[config.mk]
export PLATFORM = sky130hd
export DESIGN_NAME = instr_fetch_unit
export DESIGN_NICKNAME = d
export VERILOG_FILES = /design/src/rtl/fetch_pkg.sv /design/src/rtl/fetch_queue.sv /design/src/rtl/instr_fetch_unit.sv
export SDC_FILE = /design/constraint.sdc
export NUM_CORES = 1
export LEC_CHECK = 0
export ABC_CLOCK_PERIOD_IN_PS = 8100
export BUFFER_PORTS_ARGS = -buffer_cell sky130_fd_sc_hd__buf_4
export CAP_MARGIN = 15
export CORE_MARGIN = 2
export CORE_UTILIZATION = 32
export DETAILED_ROUTE_END_ITERATION = 7
export GPL_ROUTABILITY_DRIVEN = 0
export GPL_TIMING_DRIVEN = 1
export PLACE_DENSITY_LB_ADDON = 0.08
export SLEW_MARGIN = 10
export SYNTH_ARGS = -nofsm -noshare
export SYNTH_HDL_FRONTEND = slang
export SYNTH_SLANG_ARGS = --single-unit
[constraint.sdc]
create_clock -name clk -period 8.1 [get_ports clk]
set_input_delay 1.62 -clock clk [delete_from_list [all_inputs] [get_ports clk]]
set_output_delay 1.62 -clock clk [all_outputs]
set_load 0.1 [all_outputs]
[src/rtl/fetch_pkg.sv]
// Shared types and defaults for the instruction fetch front end.
package fetch_pkg;

    typedef enum logic [1:0] {
        FETCH,
        DRAIN,
        HALTED
    } fetch_state_t;

    localparam logic [31:0] DEFAULT_RESET_PC  = 32'h0000_0000;
    localparam logic [31:0] DEFAULT_HALT_INSN = 32'hFFFF_FFFF;
    localparam int          INSN_BYTES        = 4;

endpackage

[src/rtl/fetch_queue.sv]
// Small synchronous FIFO of {pc, instruction} entries between fetch and decode.
module fetch_queue #(
    parameter  int DEPTH = 2,
    parameter  int WIDTH = 64,
    localparam int PW    = $clog2(DEPTH),
    localparam int CW    = $clog2(DEPTH + 1)
) (
    input  logic             clk,
    input  logic             rst,
    input  logic             push,
    input  logic             pop,
    input  logic             flush,
    input  logic [WIDTH-1:0] din,
    output logic [WIDTH-1:0] dout,
    output logic             full,
    output logic             empty,
    output logic [CW-1:0]    count
);

    logic [WIDTH-1:0] mem [DEPTH];
    logic [PW-1:0]    rd_ptr;
    logic [PW-1:0]    wr_ptr;
    logic             do_push;
    logic             do_pop;

    // Pointers wrap explicitly so DEPTH need not be a power of two.
    function automatic logic [PW-1:0] bump(input logic [PW-1:0] p);
        return (p == PW'(DEPTH - 1)) ? '0 : p + PW'(1);
    endfunction

    assign full    = (count == CW'(DEPTH));
    assign empty   = (count == '0);
    assign do_push = push & ~full;
    assign do_pop  = pop & ~empty;

    always_ff @(posedge clk) begin
        if (rst || flush) begin
            rd_ptr <= '0;
            wr_ptr <= '0;
            count  <= '0;
        end else begin
            if (do_push) wr_ptr <= bump(wr_ptr);
            if (do_pop)  rd_ptr <= bump(rd_ptr);
            count <= count + CW'(do_push) - CW'(do_pop);
        end
    end

    always_ff @(posedge clk) begin
        if (do_push) mem[wr_ptr] <= din;
    end

    // Storage is never reset; hide stale contents while empty.
    assign dout = empty ? '0 : mem[rd_ptr];

endmodule

[src/rtl/instr_fetch_unit.sv]
// Fetch front end: PC sequencing, one-cycle imem reads, a small instruction
// queue toward decode, redirect handling and halt-on-sentinel.
module instr_fetch_unit
    import fetch_pkg::*;
#(
    parameter int                ADDR_W    = 32,
    parameter int                DATA_W    = 32,
    parameter int                DEPTH     = 2,
    parameter logic [ADDR_W-1:0] RESET_PC  = ADDR_W'(DEFAULT_RESET_PC),
    parameter logic [DATA_W-1:0] HALT_INSN = DATA_W'(DEFAULT_HALT_INSN)
) (
    input  logic              clk,
    input  logic              rst,
    output logic              imem_req,
    output logic [ADDR_W-1:0] imem_addr,
    input  logic [DATA_W-1:0] imem_rdata,
    input  logic              redirect_valid,
    input  logic [ADDR_W-1:0] redirect_pc,
    output logic              inst_valid,
    input  logic              inst_ready,
    output logic [DATA_W-1:0] inst_data,
    output logic [ADDR_W-1:0] inst_pc,
    output logic              halted
);

    localparam int                CW         = $clog2(DEPTH + 1);
    localparam int                OW         = CW + 1;
    localparam int                EW         = ADDR_W + DATA_W;
    localparam logic [ADDR_W-1:0] ALIGN_MASK = ~ADDR_W'(INSN_BYTES - 1);

    fetch_state_t      state_q;
    fetch_state_t      state_d;
    logic [ADDR_W-1:0] pc;
    logic              vld_p1;
    logic [ADDR_W-1:0] pc_p1;
    logic              deq;
    logic              push;
    logic              halt_seen;
    logic              full;
    logic              empty;
    logic [CW-1:0]     count;
    logic [OW-1:0]     occ;
    logic [EW-1:0]     head;

    // ---- stage p0: request issue ----
    // Occupancy counts the in-flight word so a returning response always has a slot.
    assign deq       = inst_valid & inst_ready;
    assign occ       = OW'(count) + OW'(vld_p1) - OW'(deq);
    assign imem_req  = (state_q == FETCH) & ~redirect_valid & ~rst & (occ < OW'(DEPTH));
    assign imem_addr = pc & ALIGN_MASK;

    always_ff @(posedge clk) begin
        if (rst) begin
            state_q <= FETCH;
            pc      <= RESET_PC;
            vld_p1  <= 1'b0;
        end else begin
            state_q <= state_d;
            vld_p1  <= imem_req;
            if (redirect_valid)
                pc <= redirect_pc & ALIGN_MASK;
            else if (imem_req)
                pc <= pc + ADDR_W'(INSN_BYTES);
        end
    end

    always_ff @(posedge clk) begin
        if (imem_req) pc_p1 <= imem_addr;
    end

    // ---- stage p1: response capture ----
    // Responses landing outside FETCH or alongside a redirect are squashed.
    assign push      = vld_p1 & (state_q == FETCH) & ~redirect_valid & ~full;
    assign halt_seen = push & (imem_rdata == HALT_INSN);

    always_comb begin
        state_d = state_q;
        case (state_q)
            FETCH:   if (halt_seen) state_d = DRAIN;
            DRAIN:   state_d = HALTED;
            HALTED:  state_d = HALTED;
            default: state_d = FETCH;
        endcase
        if (redirect_valid) state_d = FETCH;
    end

    fetch_queue #(
        .DEPTH (DEPTH),
        .WIDTH (EW)
    ) u_queue (
        .clk   (clk),
        .rst   (rst),
        .push  (push),
        .pop   (deq),
        .flush (redirect_valid),
        .din   ({pc_p1, imem_rdata}),
        .dout  (head),
        .full  (full),
        .empty (empty),
        .count (count)
    );

    // ---- stage p2: decode handoff ----
    assign inst_valid = ~empty;
    assign inst_pc    = head[EW-1:DATA_W];
    assign inst_data  = head[DATA_W-1:0];
    assign halted     = (state_q == HALTED);

endmodule

==> impl_metrics.toml, run 1 <==
[critical_path]
criticalPathCategory = "in -> out"
cpMaxStageDelayCell = "fa_1"
arrival_ns = 3.71
max_stage_delay_ns = 0.38
crit_required_ns = 6.48
worstSetupStartpointType = "input pin"
end_kind = "output port"
crit_top_cell = "buf_4"
worstPathCellList = "buf_4 > nor2b_1 > ha_1 > inv_1 > nand2_1 > fa_1 > xnor2_1 > nand4_2 > buf_4 > inv_2 > buf_4"
cp_max_fo = 41
crit_family = "buffers and inverters"
cp_num_buf_inv = 5

[logic_synthesis]
synth-edff-count = 154
synth_common_cells = "edfxtp_1 (154), nor2_1 (89), mux2i_1 (67)"
async_reset_ff_frac = 0
ys_seq_elements = 192
netlist_area_um2 = 7934
avgSynthCellArea_um2 = 13.59
yosys_warnings = 0
synth_area_leaders = "edfxtp_1 (58%), dfxtp_1 (9.6%), mux2i_1 (8.5%)"
synth_cell_type_count = 51
seq_area_frac_synth = 0.6788
synth_flop_cell = "edfxtp_1"
synth_cells = 584
yosys.area.top_type = "edfxtp_1"
yosysMostFrequentCell = "edfxtp_1"
synth_top_area_frac = 0.5829

[pwr]
vdd_ir_drop_max_uv = 92.98
p_leak_nw = 3.595
p_per_area_nw_per_um2 = 225.1

[route]
topRoutingLayerUsed = "met4"
drt-met1-wl_um = 8776
drtIter0Drc = 250
wl_met3_um = 877
post_drt_wl_per_cell_um = 17.00
drtAntennaViolNets = 0
viasPerCell = 4.681
dr_wl_met2_um = 8458
via_count = 5027
totalWireLength_um = 18250
drt_first_pass_iters = 4
route.detailed.drc = 0

[timing]
setup_viol = 0
max_slew_margin = 0.3523
hold_ws_ns = 0.4467
rsz0062_at_grt = "no"
period_needed_ns = 5.334
worst_pin_slew_ns = 0.9716
timing.final.crit_share = 0.6585
clock_skew_ns = 0.01199
fin_setup_tns_ns = 0
slew_violations = 0
timing.fmax_ghz = 0.1875
hold_violations = 0

[final_layout]
fillers = 2325
drive_gt1_frac = 0.2867
multi_input_area_um2 = 2296
synthToLayoutAreaGrowth_pct = 25.72
seq_area_um2 = 5389
layout.nets = 813
antenna_cells = 0

[floorplan]
dieArea_um2 = 26070
chipWidth_um = 161.5
io-pin-count = 167
die_y_um = 161.5
core_area_um2 = 24320
start_util = 0.3262
fp-row-count = 57

[clocking]
cts_tree = "yes"
path_clk_slew_ns = 0.07
cts_setup_buffers = 0
cts_resized = 0
cts_buffers = 17
htree_levels = 4
clk_path_buf_depth = 2
cts_root_buf = "clkbuf_16"
ctsHoldBuffers = 0
clk_latency_ns = 0.42
cts.sinks = 192

[flow_run]
maxCapViolCount = 0

[grt]
grt_max_degree = 65
grt_pass1_wl_um = 28430
grt_overflow_total = 0
track_usage = 0.1414
grt_pass1_vias = 4971
antenna_found_initial = 0

[worst_hold_path]
hold_path.class = "reg -> reg"

[placed_design]
dp_hpwl_um = 12030
port_buffers = 160

[run_status]
status = "complete, no violations"
## state kept, by name, indices dropped and copies added (netlist names), named ones only
signal,count
u_queue.mem,124
pc,30
pc_p1,30
state_q,2
u_queue.count,2
u_queue.rd_ptr,1
u_queue.wr_ptr,1
vld_p1,1
## layout make-up
cell class	instances	share of cell area
clock buffer	23	0.05018
tap	324	0.04064
multi-input combinational	343	0.2302
timing repair buffer	167	0.1257
inverter	16	0.006021
sequential	192	0.5403
clock inverter	9	0.007025
## worst paths after layout
check,slack [ns],startpoint,to,cells after the start
min,0.45,pc_p1[10],u_queue.mem[1][40],0
max reg2reg,4.13,u_queue.count[1],pc[16],15
max,2.77,inst_ready,imem_req,11
min reg2reg,0.45,pc_p1[10],u_queue.mem[1][40],0
## cells in the final DEF, fill, tap and decap left out, types with 4 or more instances in the layout
cell type,instances
dfxtp_1,37
a22oi_1,11
nand2_1,19
xnor2_1,6
inv_1,15
o21ai_0,10
nand4_1,18
mux2i_1,67
xor2_1,8
nand3_1,12
nor4_1,4
clkbuf_16,19
buf_4,167
and3_1,4
nor2_1,88
and4_1,4
edfxtp_1,154
ha_1,7
conb_1,4
a21oi_1,11
nor2b_1,11
a31oi_1,11
o22ai_1,10
## metal layers
metal  global-route usage  vias up
li1                     -     2466
met1               0.1917     2427
met2               0.2255      124
met3              0.03749       10
met4              0.03693        0
met5                    0        -
## worst register-to-register path: cells and delay by family, from the launching register on
kind	cells	cell delay [ns]
compound gates	1	0.12
xor+xnor	1	0.18
fa+ha+maj	2	0.69
buf+inv	5	1.50
flops	1	0.39
mux	1	0.33
simple gates	5	0.69
## kinds of logic (layout without fill, tap and decap cells)
family / after synthesis / count (layout) / synth area share
adder cells (fa/ha/maj): 8 / 8 / 0.01356
multiplexers: 71 / 71 / 0.09068
flip-flops: 192 / 192 / 0.6788
other: 1 / 4 / 0.0004727
AO/OA/AOI/OAI: 65 / 65 / 0.05299
buffers and inverters: 52 / 215 / 0.03627
AND/OR/NAND/NOR: 181 / 181 / 0.1118
XOR/XNOR: 14 / 14 / 0.01546
## power by group
group	internal [mW]	switching, mW
sequential	1.10	0.0284
clock	0.444	0.364
combinational	0.0747	0.231
total	1.62	0.623
## through the flow
step / area [um2] / cells / power [mW] / worst slack, ns / utilization
floorplan: 7951 / 587 / 1.374 / 2.217 / -
global placement: 9404 / 1042 / 1.458 / 2.791 / 0.3867
detailed placement: 9404 / 1042 / 1.464 / 2.748 / 0.3867
CTS: 9975 / 1074 / 2.270 / 2.741 / 0.4101
global route: 9975 / 1074 / 2.330 / 2.607 / 0.4101
finish: 9975 / 1074 / 2.245 / 2.766 / 0.4101
No activity file was read; power rests on OpenSTA's default activity.
==> inputs of run 2 (changes only) <==
--- a/config.mk
+++ b/config.mk
@@ -5,7 +5,7 @@
 export SDC_FILE = /design/constraint.sdc
 export NUM_CORES = 1
 export LEC_CHECK = 0
-export ABC_CLOCK_PERIOD_IN_PS = 8100
+export ABC_CLOCK_PERIOD_IN_PS = 5600
 export BUFFER_PORTS_ARGS = -buffer_cell sky130_fd_sc_hd__buf_4
 export CAP_MARGIN = 15
 export CORE_MARGIN = 2
==> constraint.sdc (replaced) <==
create_clock -name clk -period 5.6 [get_ports clk]
set_input_delay 1.12 -clock clk [delete_from_list [all_inputs] [get_ports clk]]
set_output_delay 1.12 -clock clk [all_outputs]
set_load 0.1 [all_outputs]
==> run 2 against run 1 <==
Effect of this change:
- global-route usage is 0.18 points higher
- worst hold slack gained 0.0017 ns
- sequential power increased by 45%
- first-iteration DRC count grew 7.2%
- final cell count about the same
- core utilization increased by 0.15 points
- clock-buffer cell count fell by 1
- clock power grew 47%
- flip-flop and latch count unchanged
- register-to-register slack lost 1.8 ns
- critical endpoint unchanged
==> impl_metrics.toml, run 2 (synthesis results as in run 1) <==
[worst_hold_path]
hp-start = "pc_p1[21]"
min_path_cells = 0
hold-path-endpoint = "u_queue.mem[0][51]"
hold_path.class = "reg -> reg"

[pwr]
p_per_area_nw_per_um2 = 326.4
vdd_ir_drop_max_uv = 176.9
p_leak_nw = 3.612

[route]
via_count = 5084
drtIter0Drc = 268
drtAntennaViolNets = 0
drt_first_pass_iters = 4
viasPerCell = 4.729
post_drt_wl_per_cell_um = 17.06
totalWireLength_um = 18340
route.detailed.drc = 0

[floorplan]
chipWidth_um = 161.5
io-pin-count = 167
die_y_um = 161.5
dieArea_um2 = 26070
core_area_um2 = 24320
fp-row-count = 57
start_util = 0.3262

[clocking]
cts_tree = "yes"
clk_latency_ns = 0.42
cts_buffers = 17
htree_levels = 4
ctsHoldBuffers = 0
path_clk_slew_ns = 0.06
cts.sinks = 192
cts_root_buf = "clkbuf_16"
clk_path_buf_depth = 2
cts_setup_buffers = 0
cts_resized = 0

[critical_path]
criticalPathCategory = "in -> out"
arrival_ns = 3.00
r2r_end = "pc[16]"
rr_worst_depth = 13
end_kind = "output port"
worstReg2RegStart = "u_queue.count[1]"
cp_max_fo = 2
worstSetupStartpointType = "input pin"
rrSetupSlack_ns = 2.38
crit_required_ns = 4.48

[timing]
clock_skew_ns = 0.01169
max_slew_margin = 0.5041
setup_viol = 0
rsz0062_at_grt = "no"
period_needed_ns = 4.118
fin_setup_tns_ns = 0
hold_violations = 0
timing.final.crit_share = 0.7354
worst_pin_slew_ns = 0.7438
timing.fmax_ghz = 0.2428
slew_violations = 0

[final_layout]
top_regs = "u_queue.mem (124), pc (30), pc_p1 (30)"
synthToLayoutAreaGrowth_pct = 26.19
final_common_cell = "buf_4"
fillers = 2323
antenna_cells = 0
layout.nets = 814
layout_common_cells = "buf_4 (167), edfxtp_1 (154), nor2_1 (88)"
regMostFlops = "u_queue.mem"
instances_no_fill = 1075
largest_reg_flops = 124
drive_gt1_frac = 0.2876

[grt]
track_usage = 0.1432
antenna_found_initial = 0
grt_pass1_wl_um = 28820
grt_pass1_vias = 5138
grt_overflow_total = 0
grt_max_degree = 64

[run_status]
status = "complete, no violations"

[flow_run]
maxCapViolCount = 0

[placed_design]
place_inst = 1042
port_buffers = 160
dp_hpwl_um = 12010
[run 2: changes by cell type in the layout (fill, tap and decap cells not counted), sizes merged]
| cell | before | now |
|---|---|---|
| buf | 167 | 168 |
| bufinv | 0 | 1 |
| clkbuf | 23 | 22 |
| clkinv | 4 | 3 |
| inv | 21 | 22 |
[run 2: final cells by class]
cell class	instances	area [um2]	area share
sequential	192	5389	0.5382
multi-input combinational	343	2296	0.2293
tap	324	405.4	0.04049
clock inverter	10	93.84	0.009373
inverter	16	60.06	0.005999
timing repair buffer	168	1281	0.1280
clock buffer	22	486.7	0.04861
[run 2: per-layer routing]
| layer | GRT usage | routed length [um] | vias to the layer above |
|---|---|---|---|
| met5 | 0 | 0 | - |
| met3 | 0.03133 | 975 | 21 |
| met2 | 0.2314 | 8456 | 162 |
| met1 | 0.1906 | 8653 | 2433 |
| met4 | 0.05032 | 251 | 0 |
| li1 | - | - | 2468 |
[run 2: how the worst max path moves through the flow]
| stage | endpoint | slack [ns] | start | cells past startpoint |
|---|---|---|---|---|
| final | imem_req | 1.48 | inst_ready | 10 |
| after floorplan | u_queue.mem[0][0] | 0.22 | redirect_valid | 3 |
| after detailed placement | imem_req | 1.43 | inst_ready | 10 |
| after global routing | imem_req | 1.33 | inst_ready | 10 |
| after CTS | imem_req | 1.42 | inst_ready | 10 |
| after global placement | imem_req | 1.45 | inst_ready | 10 |
[run 2: through the flow]
step,power (mW),worst slack (ns),instance area (um2),hold WS (ns),utilization
2_1_floorplan,1.987,0.2166,7951,0.4215,-
3_3_place_gp,2.111,1.450,9404,0.4231,0.3867
3_5_place_dp,2.117,1.428,9404,0.4327,0.3867
4_1_cts,3.312,1.421,9985,0.4489,0.4106
5_1_grt,3.393,1.335,10010,0.4565,0.4117
6_report,3.268,1.482,10010,0.4484,0.4117
[run 2: power by group]
group | total [mW] | internal [mW] | switching [mW]
logic | 0.443 | 0.108 | 0.334
registers | 1.64 | 1.60 | 0.0420
clock network | 1.19 | 0.672 | 0.515
[run 2: critical path: stages]
cell and delay, ns:
buf_4 0.08, nor2b_1 0.21, ha_1 0.27, inv_1 0.08, nand2_1 0.07, fa_1 0.38, xnor2_1 0.18, nand4_2 0.21
inv_2 0.11, buf_4 0.29
